### src/rtl/ram_sweep_ctrl.sv
// RAM sweep controller: writes a selectable data pattern across DEPTH words, or
// reads them back with each address held for RD_DIV cycles (single pass or looping).
module ram_sweep_ctrl #(
  parameter int unsigned          DATA_W  = 8,
  parameter int unsigned          ADDR_W  = 8,
  parameter int unsigned          DEPTH   = 256,
  parameter int unsigned          RD_DIV  = 10_000_000,
  parameter logic [DATA_W-1:0]    FIX_VAL = DATA_W'(8'hA5)
) (
  input  logic              sys_clk,
  input  logic              sys_rst_n,
  input  logic              wr_flag,
  input  logic              rd_flag,
  input  logic [1:0]        pat_mode,
  input  logic              rd_loop,
  output logic              wr_en,
  output logic              rd_en,
  output logic [ADDR_W-1:0] addr,
  output logic [DATA_W-1:0] wr_data,
  output logic              busy,
  output logic              wr_done,
  output logic              rd_done
);

  localparam int unsigned HOLD_W = (RD_DIV > 1) ? $clog2(RD_DIV) : 1;
  localparam logic [ADDR_W-1:0] AddrLast = ADDR_W'(DEPTH - 1);
  localparam logic [HOLD_W-1:0] HoldLast = HOLD_W'(RD_DIV - 1);

  typedef enum logic [1:0] {StIdle, StWrite, StRead} state_e;

  state_e             r_state, w_state_d;
  logic [ADDR_W-1:0]  r_addr, w_addr_d;
  logic [HOLD_W-1:0]  r_hold_cnt, w_hold_cnt_d;
  logic [1:0]         r_pat, w_pat_d;
  logic               r_wr_done, w_wr_done_d;
  logic               r_rd_done, w_rd_done_d;
  logic [DATA_W-1:0]  w_addr_ext;

  // Address zero-extended or truncated to the data width.
  if (ADDR_W >= DATA_W) begin : g_addr_trunc
    assign w_addr_ext = r_addr[DATA_W-1:0];
  end else begin : g_addr_zext
    assign w_addr_ext = {{(DATA_W - ADDR_W){1'b0}}, r_addr};
  end

  // Next-state logic: flags take priority, then sweep advance and wrap.
  always_comb begin
    w_state_d    = r_state;
    w_addr_d     = r_addr;
    w_hold_cnt_d = r_hold_cnt;
    w_pat_d      = r_pat;
    w_wr_done_d  = 1'b0;
    w_rd_done_d  = 1'b0;
    unique case (r_state)
      StIdle: begin
        w_addr_d     = '0;
        w_hold_cnt_d = '0;
        if (wr_flag) begin
          w_state_d = StWrite;
          w_pat_d   = pat_mode;
        end else if (rd_flag) begin
          w_state_d = StRead;
        end
      end
      StWrite: begin
        if (wr_flag) begin
          w_addr_d = '0;
          w_pat_d  = pat_mode;
        end else if (r_addr == AddrLast) begin
          w_state_d   = StIdle;
          w_addr_d    = '0;
          w_wr_done_d = 1'b1;
        end else begin
          w_addr_d = r_addr + ADDR_W'(1);
        end
      end
      StRead: begin
        if (wr_flag) begin
          // Abort the read; no rd_done for an abandoned pass.
          w_state_d    = StWrite;
          w_addr_d     = '0;
          w_hold_cnt_d = '0;
          w_pat_d      = pat_mode;
        end else if (rd_flag) begin
          w_addr_d     = '0;
          w_hold_cnt_d = '0;
        end else if (r_hold_cnt == HoldLast) begin
          w_hold_cnt_d = '0;
          if (r_addr == AddrLast) begin
            w_addr_d = '0;
            if (!rd_loop) begin
              w_state_d   = StIdle;
              w_rd_done_d = 1'b1;
            end
          end else begin
            w_addr_d = r_addr + ADDR_W'(1);
          end
        end else begin
          w_hold_cnt_d = r_hold_cnt + HOLD_W'(1);
        end
      end
      default: begin
        w_state_d    = StIdle;
        w_addr_d     = '0;
        w_hold_cnt_d = '0;
      end
    endcase
  end

  // State and datapath registers.
  always_ff @(posedge sys_clk or negedge sys_rst_n) begin
    if (!sys_rst_n) begin
      r_state    <= StIdle;
      r_addr     <= '0;
      r_hold_cnt <= '0;
      r_pat      <= '0;
      r_wr_done  <= 1'b0;
      r_rd_done  <= 1'b0;
    end else begin
      r_state    <= w_state_d;
      r_addr     <= w_addr_d;
      r_hold_cnt <= w_hold_cnt_d;
      r_pat      <= w_pat_d;
      r_wr_done  <= w_wr_done_d;
      r_rd_done  <= w_rd_done_d;
    end
  end

  // Outputs decoded from registered state; write data forced to 0 outside WRITE.
  always_comb begin
    wr_en   = (r_state == StWrite);
    rd_en   = (r_state == StRead);
    busy    = wr_en | rd_en;
    addr    = r_addr;
    wr_done = r_wr_done;
    rd_done = r_rd_done;
    wr_data = '0;
    if (wr_en) begin
      unique case (r_pat)
        2'd0:    wr_data = w_addr_ext;
        2'd1:    wr_data = ~w_addr_ext;
        2'd2:    wr_data = FIX_VAL;
        default: wr_data = w_addr_ext ^ FIX_VAL;
      endcase
    end
  end

endmodule

### config.mk
export PLATFORM = sky130hd
export DESIGN_NAME = ram_sweep_ctrl
export DESIGN_NICKNAME = d
export VERILOG_FILES = /design/src/rtl/ram_sweep_ctrl.sv
export SDC_FILE = /design/constraint.sdc
export NUM_CORES = 1
export LEC_CHECK = 0
export CAP_MARGIN = 10
export CELL_PAD_IN_SITES_DETAIL_PLACEMENT = 1
export CELL_PAD_IN_SITES_GLOBAL_PLACEMENT = 2
export CORE_MARGIN = 2
export CORE_UTILIZATION = 30
export DETAILED_ROUTE_END_ITERATION = 8
export PLACE_DENSITY = 0.82
export SYNTH_ARGS = -nofsm -noshare
export SYNTH_HDL_FRONTEND = slang
export SYNTH_SLANG_ARGS = --single-unit
### constraint.sdc
create_clock -name sys_clk -period 2 [get_ports sys_clk]
set_input_delay 0.3 -clock sys_clk [delete_from_list [all_inputs] [get_ports sys_clk]]
set_output_delay 0.3 -clock sys_clk [all_outputs]
set_load 0.02 [all_outputs]
==> results list, run 1 <==
* Result of the run: finished, violations left
* Failing checks: negative setup slack
- Dividing total power by cell area gives a power density of 790 nW/um^2.
* CP max FO: 4
* Standby leakage power: 1.36 nW
* Overall via count from detail_route: approximately 2300
- Number of antenna-violating nets in the routed design: 0
* Placement-stage cell area: approximately 3000 sq um
* Count of antenna diodes in the layout: 0
- Wire length of the first global-routing pass: 12000 um
- Count of maximum capacitance violations: 0
- Commonest cells after routing, fill and taps aside: buf_4, dfrtp_1, nand2_1, nor2_1, o21ai_0
- Transition time at the pin with the least slew margin: a little over 0.5 ns
- Sequential area share after synthesis: 41.4%
- The number of global-route vias before repair is ~2500.
* RSZ-0062 raised after global routing: yes
- TritonCTS clock tree: yes
- For this block, the routed nets add up to 7000 um of wire.
- The worst setup path is captured at a flip-flop.
- No sink is reached through more buffers than the 2 on the longest clock path.
- In this run the critical register-to-register path is launched from r_hold_cnt[18]$_DFFE_PN0N_.
- Number of failing setup endpoints in the final timing report: 2
- The post-route netlist has 27.0% of its cells at a drive strength greater than 1.
- Post-synthesis area per instance: 8.51 sq um
- Top-Level Pins: 28
- Total overflow reported by the global router: 0
- TritonCTS sink count: 38
- The detailed router finished its first iteration with 52 violations.
* Vias/cell: 5.17
- Data arrival time of the worst path: 2.23 ns
- Normalized max-slew margin: 65.4%
- Synthesized netlist cell count: 270
- The endpoint identified for the worst register-to-register timing path is addr[4]$_DFFE_PN0P_.
- The final hold violation count came to 0.
- In this run, distinct cell masters in the synthesized netlist total 53.
* Area added between synthesis and finish: 40.8%
- Total Power Consumption: ~2.6 mW
- Mapped cell area: 2300 sq um
- The first detailed-routing pass ran for 4 iterations.
- The die is 91.5 um wide.
- The finished layout holds 451 standard cells, fillers aside.
* Number of placed instances with taps included: 439
- Final-layout setup total negative slack: -0.0143 ns
- Final cell area excluding filler cells: approximately 3200 sq um
- Subtracting the final worst setup slack from the clock period gives 2.01 ns.
- Hold repair after CTS inserted 0 buffers.
- Final period util: 101%
- Worst path required time: ~2.2 ns
- Flip-flop and latch count after synthesis: 38
* Type of the worst min-delay path: input pin to asynchronous set/reset pin
* Highest clock rate: 497 MHz
- The final layout contains around 360 nets.
* Core region area: 7330 sq um
- Synthesis Warnings: 0
- In the final routed layout, each cell accounts on average for 15.5 um.
- The floorplan step set the die height to 91.5 um.
- Main flop type after synthesis: dfrtp_1
- Largest net degree at the start of global routing: 39
* Starting density of the core: 31.4%
- Number of placement rows: 31
- Half-perimeter wire length after detailed placement: approximately 5200 um
- Number of filler cells placed in the layout: 891
- Synthesized netlist net count: 283
- The library cell used most frequently in the layout, excluding fill and tap cells, is buf_4.
- IO Port Bufs: 27
* Nature of the critical path startpoint: flip-flop
* Worst IR Drop VDD: 597 uV
- Clock insertion delay at the later pin of the skew report: roughly 0.30 ns
- The number of antenna violations at the first check in global routing came to 0.
* Total CTS buffers: 5
* Share of flip-flops with an asynchronous set or reset after synthesis: 100%
* Overall track demand over capacity in global routing: about 18%
- For the worst flop-to-flop path, the logic depth is 7.
- The worst setup path is of the flip-flop to flip-flop kind.
* Count of flip-flops with a built-in enable after synthesis: 0
* Die ar.: 8380 sq um
* Max-slew violation count: 0
- Routability-driven placement finished with a final weighted congestion of 0.754.
- Clock root buffer master: clkbuf_8
- Clock skew after layout: around 0.0059 ns
- In the post-route analysis, the smallest setup slack over all paths is -0.0103 ns.
- CTS built an H-tree with a depth of 2.
- After detailed routing, the number of remaining DRC violations is 0.
- Clock-pin slew was measured on the worst setup and hold paths at roughly 0.080 ns.
- Slack of the worst reg-to-reg path: -0.01 ns
## cells in the mapped netlist (2+ instances only)
master | number | area, sq um
buf_2 | 3 | 15.0
xnor2_1 | 3 | 26.3
a31oi_1 | 14 | 87.6
nor3b_1 | 2 | 15.0
ha_1 | 6 | 75.1
nand2_1 | 35 | 131
nor3_1 | 6 | 30.0
nand2b_1 | 4 | 25.0
and3_1 | 3 | 18.8
a22o_1 | 2 | 17.5
nor4bb_1 | 2 | 20.0
o21ai_1 | 2 | 10.0
dfrtp_1 | 38 | 951
nand3_1 | 17 | 85.1
o31ai_1 | 3 | 22.5
nor2_1 | 29 | 109
nor2b_1 | 3 | 18.8
or4_1 | 3 | 22.5
clkbuf_1 | 3 | 11.3
buf_6 | 2 | 22.5
and2_1 | 2 | 12.5
inv_1 | 10 | 37.5
or3_1 | 4 | 25.0
a21oi_1 | 12 | 60.1
a211oi_1 | 4 | 30.0
o21ai_0 | 25 | 125
a41oi_1 | 4 | 35.0
mux2_2 | 2 | 22.5
nor4b_1 | 2 | 17.5
xor2_1 | 2 | 17.5
## registers in the layout, indices dropped and copies added (netlist names)
register    flops
r_state         2
r_pat           2
rd_done         1
r_hold_cnt     24
wr_done         1
addr            8
## report_power, final
part | internal (mW) | switching (mW)
Clock | 0.278 | 0.285
Sequential | 0.808 | 0.0437
Combinational | 0.493 | 0.648
## worst max path at each step
stage                               start                         end  slack [ns]
3_5_place_dp                      rd_flag  r_hold_cnt[17]$_DFFE_PN0N_       -0.15
2_1_floorplan      r_state[0]$_DFFE_PN0P_  r_hold_cnt[13]$_DFFE_PN0N_       -0.09
6_report       r_hold_cnt[18]$_DFFE_PN0N_         addr[4]$_DFFE_PN0P_       -0.01
4_1_cts            r_state[0]$_DFFE_PN0P_  r_hold_cnt[17]$_DFFE_PN0N_        0.01
5_1_grt        r_hold_cnt[18]$_DFFE_PN0N_         addr[7]$_DFFE_PN0P_       -0.07
3_3_place_gp                      rd_flag  r_hold_cnt[13]$_DFFE_PN0N_       -0.11
## cell type report
type                    count  area, sq um  share of cell area [%]
multi-input cells         212         1320                    40.6
flip-flops and latches     38          951                    29.4
repair buffers             84          716                    22.1
well taps                  99          124                    3.83
clock buffers               7         86.3                    2.67
inverters                  10         40.0                    1.24
clock inverters             1         5.00                   0.155
## cells by family after synthesis
kind of cell	share of synthesized area, %
adders and majority gates	3.27
buffers and inverters	4.25
xor gates and xnor gates	1.91
DFF	41.4
muxes	1.42
AOI/OAI and AO/OA	20.9
and+or+nand+nor	26.9
## stage by stage
stage	hold slack [ns]	util (%)	setup slack [ns]
2_1_floorplan	0.00441	-	-0.0867
3_3_place_gp	0.395	41.8	-0.106
3_5_place_dp	0.399	41.8	-0.150
4_1_cts	0.0772	43.4	0.0134
5_1_grt	0.0798	44.2	-0.0653
6_report	0.0529	44.2	-0.0103
## layer usage
layer  global-route usage [%]  wire length, um
met5                        0                0
met4                     3.79               96
met3                     3.73              175
met2                     32.5             3620
met1                     21.7             3110
## worst max-delay path, cell delays in order, from the launching register on
cell and delay (ns):
dfrtp_1 0.42, nor4b_4 0.32, buf_4 0.17, and4_4 0.26, a21oi_4 0.07, buf_6 0.12
or4_4 0.47, o211ai_1 0.10
## what timing repair did
action	CTS	global route
setup buffers	2	2
pin swaps	1	2
endpoints found under the setup margin	35	27
gates resized for setup	23	23
cloned	0	0
Power figures use the tool's default switching activity.
==> run 2: changes to the inputs <==
- PLACE_DENSITY: 0.82 -> 0.81
==> run 2 against run 1 <==
Critical endpoint is now r_hold_cnt[13]$_DFFE_PN0N_. Combinational power about the same. Highest routed layer unchanged. Worst hold slack got worse by 0.019 ns. The flow now finishes without violations. Wire length increased by 0.90%.
==> results list, run 2 (same netlist as run 1, synthesis figures left out) <==
- Result of the run: finished clean
- The critical path ends at r_hold_cnt[13]$_DFFE_PN0N_.
* CTS max path bufs: 2
- After detailed placement, the design holds a cell count of 433.
* Largest net degree at the start of global routing: 39
- The number of pins with negative max-slew slack in the final report is 0.
- At the pin with the least slew margin, the transition time is 0.500 ns.
- STA classifies the critical path endpoint as a flip-flop.
- More flip-flops sit in one register than any other, and that register is r_hold_cnt.
- Total CTS buffers: 5
- Derived from the worst setup path, the maximum achievable clock frequency is 512 MHz.
- Number of antenna-violating nets in the routed design: 0
- The first global-routing pass estimated 11800 um of wire.
- TritonCTS sink count: 38
* Average routed wire per standard cell: 15.8 um
- Cell Count, Final, Fillers Out: 447
- Slack of the worst reg-to-reg path: 0.05 ns
- Number of filler cells placed in the layout: 870
- The worst path uses 97.7% of the clock period.
- Total detailed-routing wirelength: 7060 um
- Max reg flops: 24
- For this run, the post-layout net count is 361.
* Gpl congestion: a little under 0.8
- Area added between synthesis and finish: 38.7%
* Level count of the clock H-tree: 2
* Startpoint of the most critical setup path: r_state[0]$_DFFE_PN0P_
- Vias/cell: 5.19
- Half-perimeter wire length after detailed placement: 5160 um
- Count of maximum capacitance violations: 0
- In the final layout, the multi-input gates occupy 1340 sq um.
- Count of antenna diodes in the layout: 0
* RSZ-0062 raised after global routing: yes
* TritonCTS clock tree: yes
- Core region area: 7330 sq um
* Storage element area: 951 sq um
* Worst IR Drop VDD: between 400 and 500 uV
- The number of antenna violations at the first check in global routing was 0.
- Hold buffer count at CTS: 0
- Clock skew after layout: 0.00531 ns
* Number of placement rows: 31
- Number of DRC markers in iteration 0: 54
- Dpl ws: -0.157 ns
* IO Port Bufs: 27
- After layout, the worst setup slack is roughly 0.046 ns.
- Summed over all layers, the global routing overflow is 0.
- The pre-antenna-repair detailed-routing pass consisted of 4 iterations.
- After layout, the design draws a total of about 2.5 mW.
- Clock Pin Slew Worst Setup and Hold Paths: 0.07 ns
- In this run the critical register-to-register path is launched from r_state[0]$_DFFE_PN0P_.
* Starting density of the core: 31.4%
- The library cells used most frequently in the layout, excluding fill and tap cells, are buf_4, dfrtp_1, nand2_1, nor2_1, o21ai_0.
- Fraction of layout instances using a drive strength above 1: 29.0%
* Post-layout min period: 1.95 ns
- Standby leakage power: 1.34 nW
- The number of global-route vias before repair came to about 2500.
- Nature of the critical path startpoint: flip-flop
- Final count of hold timing violations: 0
- Global routing used 17.5% of the available tracks across all layers.
* Overall via count from detail_route: 2319
* Number of failing setup endpoints in the final timing report: 0
* Die W: 91.5 um
- Dividing total power by cell area gives a power density of between 700 and 800 nW/um^2.
- On the final layout, the worst hold slack is 0.0339 ns.
- The worst register-to-register path ends at r_hold_cnt[13]$_DFFE_PN0N_.
- Worst path required time: 2.23 ns
- For the worst flop-to-flop path, the logic depth is 7.
- Residual DRC count: 0
- The tightest min-delay check is of the input pin to asynchronous set/reset pin type.
- Die height: 91.5 um
- 28 I/O pins were placed.
- The tree is rooted in a clkbuf_8.
* Startpoint-to-endpoint class of the critical path: flip-flop to flip-flop
* Final Core Density: 43.5%
- Most common library cell in the layout ignoring fill and taps: buf_4
* Normalized max-slew margin: roughly two thirds
- In this run the worst path has a maximum fanout of 4.
* Clock insertion delay at the later pin of the skew report: about 0.3 ns
* Data arrival time of the worst path: 2.18 ns
- Die ar.: 8380 sq um
-- run 2: cell count changes in the layout (fill, tap and decap cells not counted), moves of 2 or more --
cell             before  now
clkbuf_2              3    6
buf_2                 1    4
inv_2                 1    3
buf_6                 2    0
clkdlybuf4s15_2       3    0
dlygate4sd2_1         5    2
-- run 2: where the power goes --
group | switching [mW] | internal (mW) | total, mW
clock network | 0.277 | 0.234 | 0.511
registers | 0.0460 | 0.808 | 0.854
logic | 0.677 | 0.483 | 1.16
total | 0.999 | 1.53 | 2.52
-- run 2: worst min path at each step --
stage | slack, ns | from | cells after the start | endpoint
after CTS | 0.07 | sys_rst_n | 2 | r_hold_cnt[3]$_DFFE_PN0N_
after global placement | 0.39 | sys_rst_n | 2 | r_state[0]$_DFFE_PN0P_
final | 0.03 | sys_rst_n | 2 | r_state[1]$_DFFE_PN0P_
after floorplan | 0.004 | sys_rst_n | 0 | addr[0]$_DFFE_PN0P_
after detailed placement | 0.39 | sys_rst_n | 2 | r_state[0]$_DFFE_PN0P_
after global routing | 0.1 | sys_rst_n | 2 | r_state[0]$_DFFE_PN0P_
-- run 2: area by class of cell --
type	count	share of cell area, %
clock inverter	2	0.314
inverter	10	1.18
tap	99	3.89
timing repair buffer	81	20.6
clock buffer	5	2.16
sequential	38	29.8
multi-input combinational	212	42.0
-- run 2: repair_timing --
item                       CTS  global route
setup endpoints to repair   27            24
setup buffers                0             7
resized for setup           21            38
pin swaps                    0             3
-- run 2: worst max-delay path: stages, from the launching register on --
cell,delay (ns)
dfrtp_1,0.40
inv_2,0.07
ha_2,0.17
or3b_4,0.45
nor2_8,0.14
o21ai_2,0.08
or4_4,0.51
o21ai_2,0.06
-- run 2: stage by stage --
stage	cell area (sq um)	setup TNS (ns)
after floorplan	2310	-0.418
after global placement	3020	-1.34
after detailed placement	3020	-2.79
after CTS	3110	-0.00732
after global routing	3190	-0.243
final	3190	0
-- run 2: routing by layer --
| layer | GRT usage, % | routed length (um) | vias to the layer above |
|---|---|---|---|
| li1 | - | - | 1135 |
| met3 | 2.57 | 129 | 13 |
| met4 | 5.93 | 137 | 0 |
| met5 | 0 | 0 | - |
| met1 | 22.5 | 3190 | 1142 |
| met2 | 30.0 | 3600 | 29 |
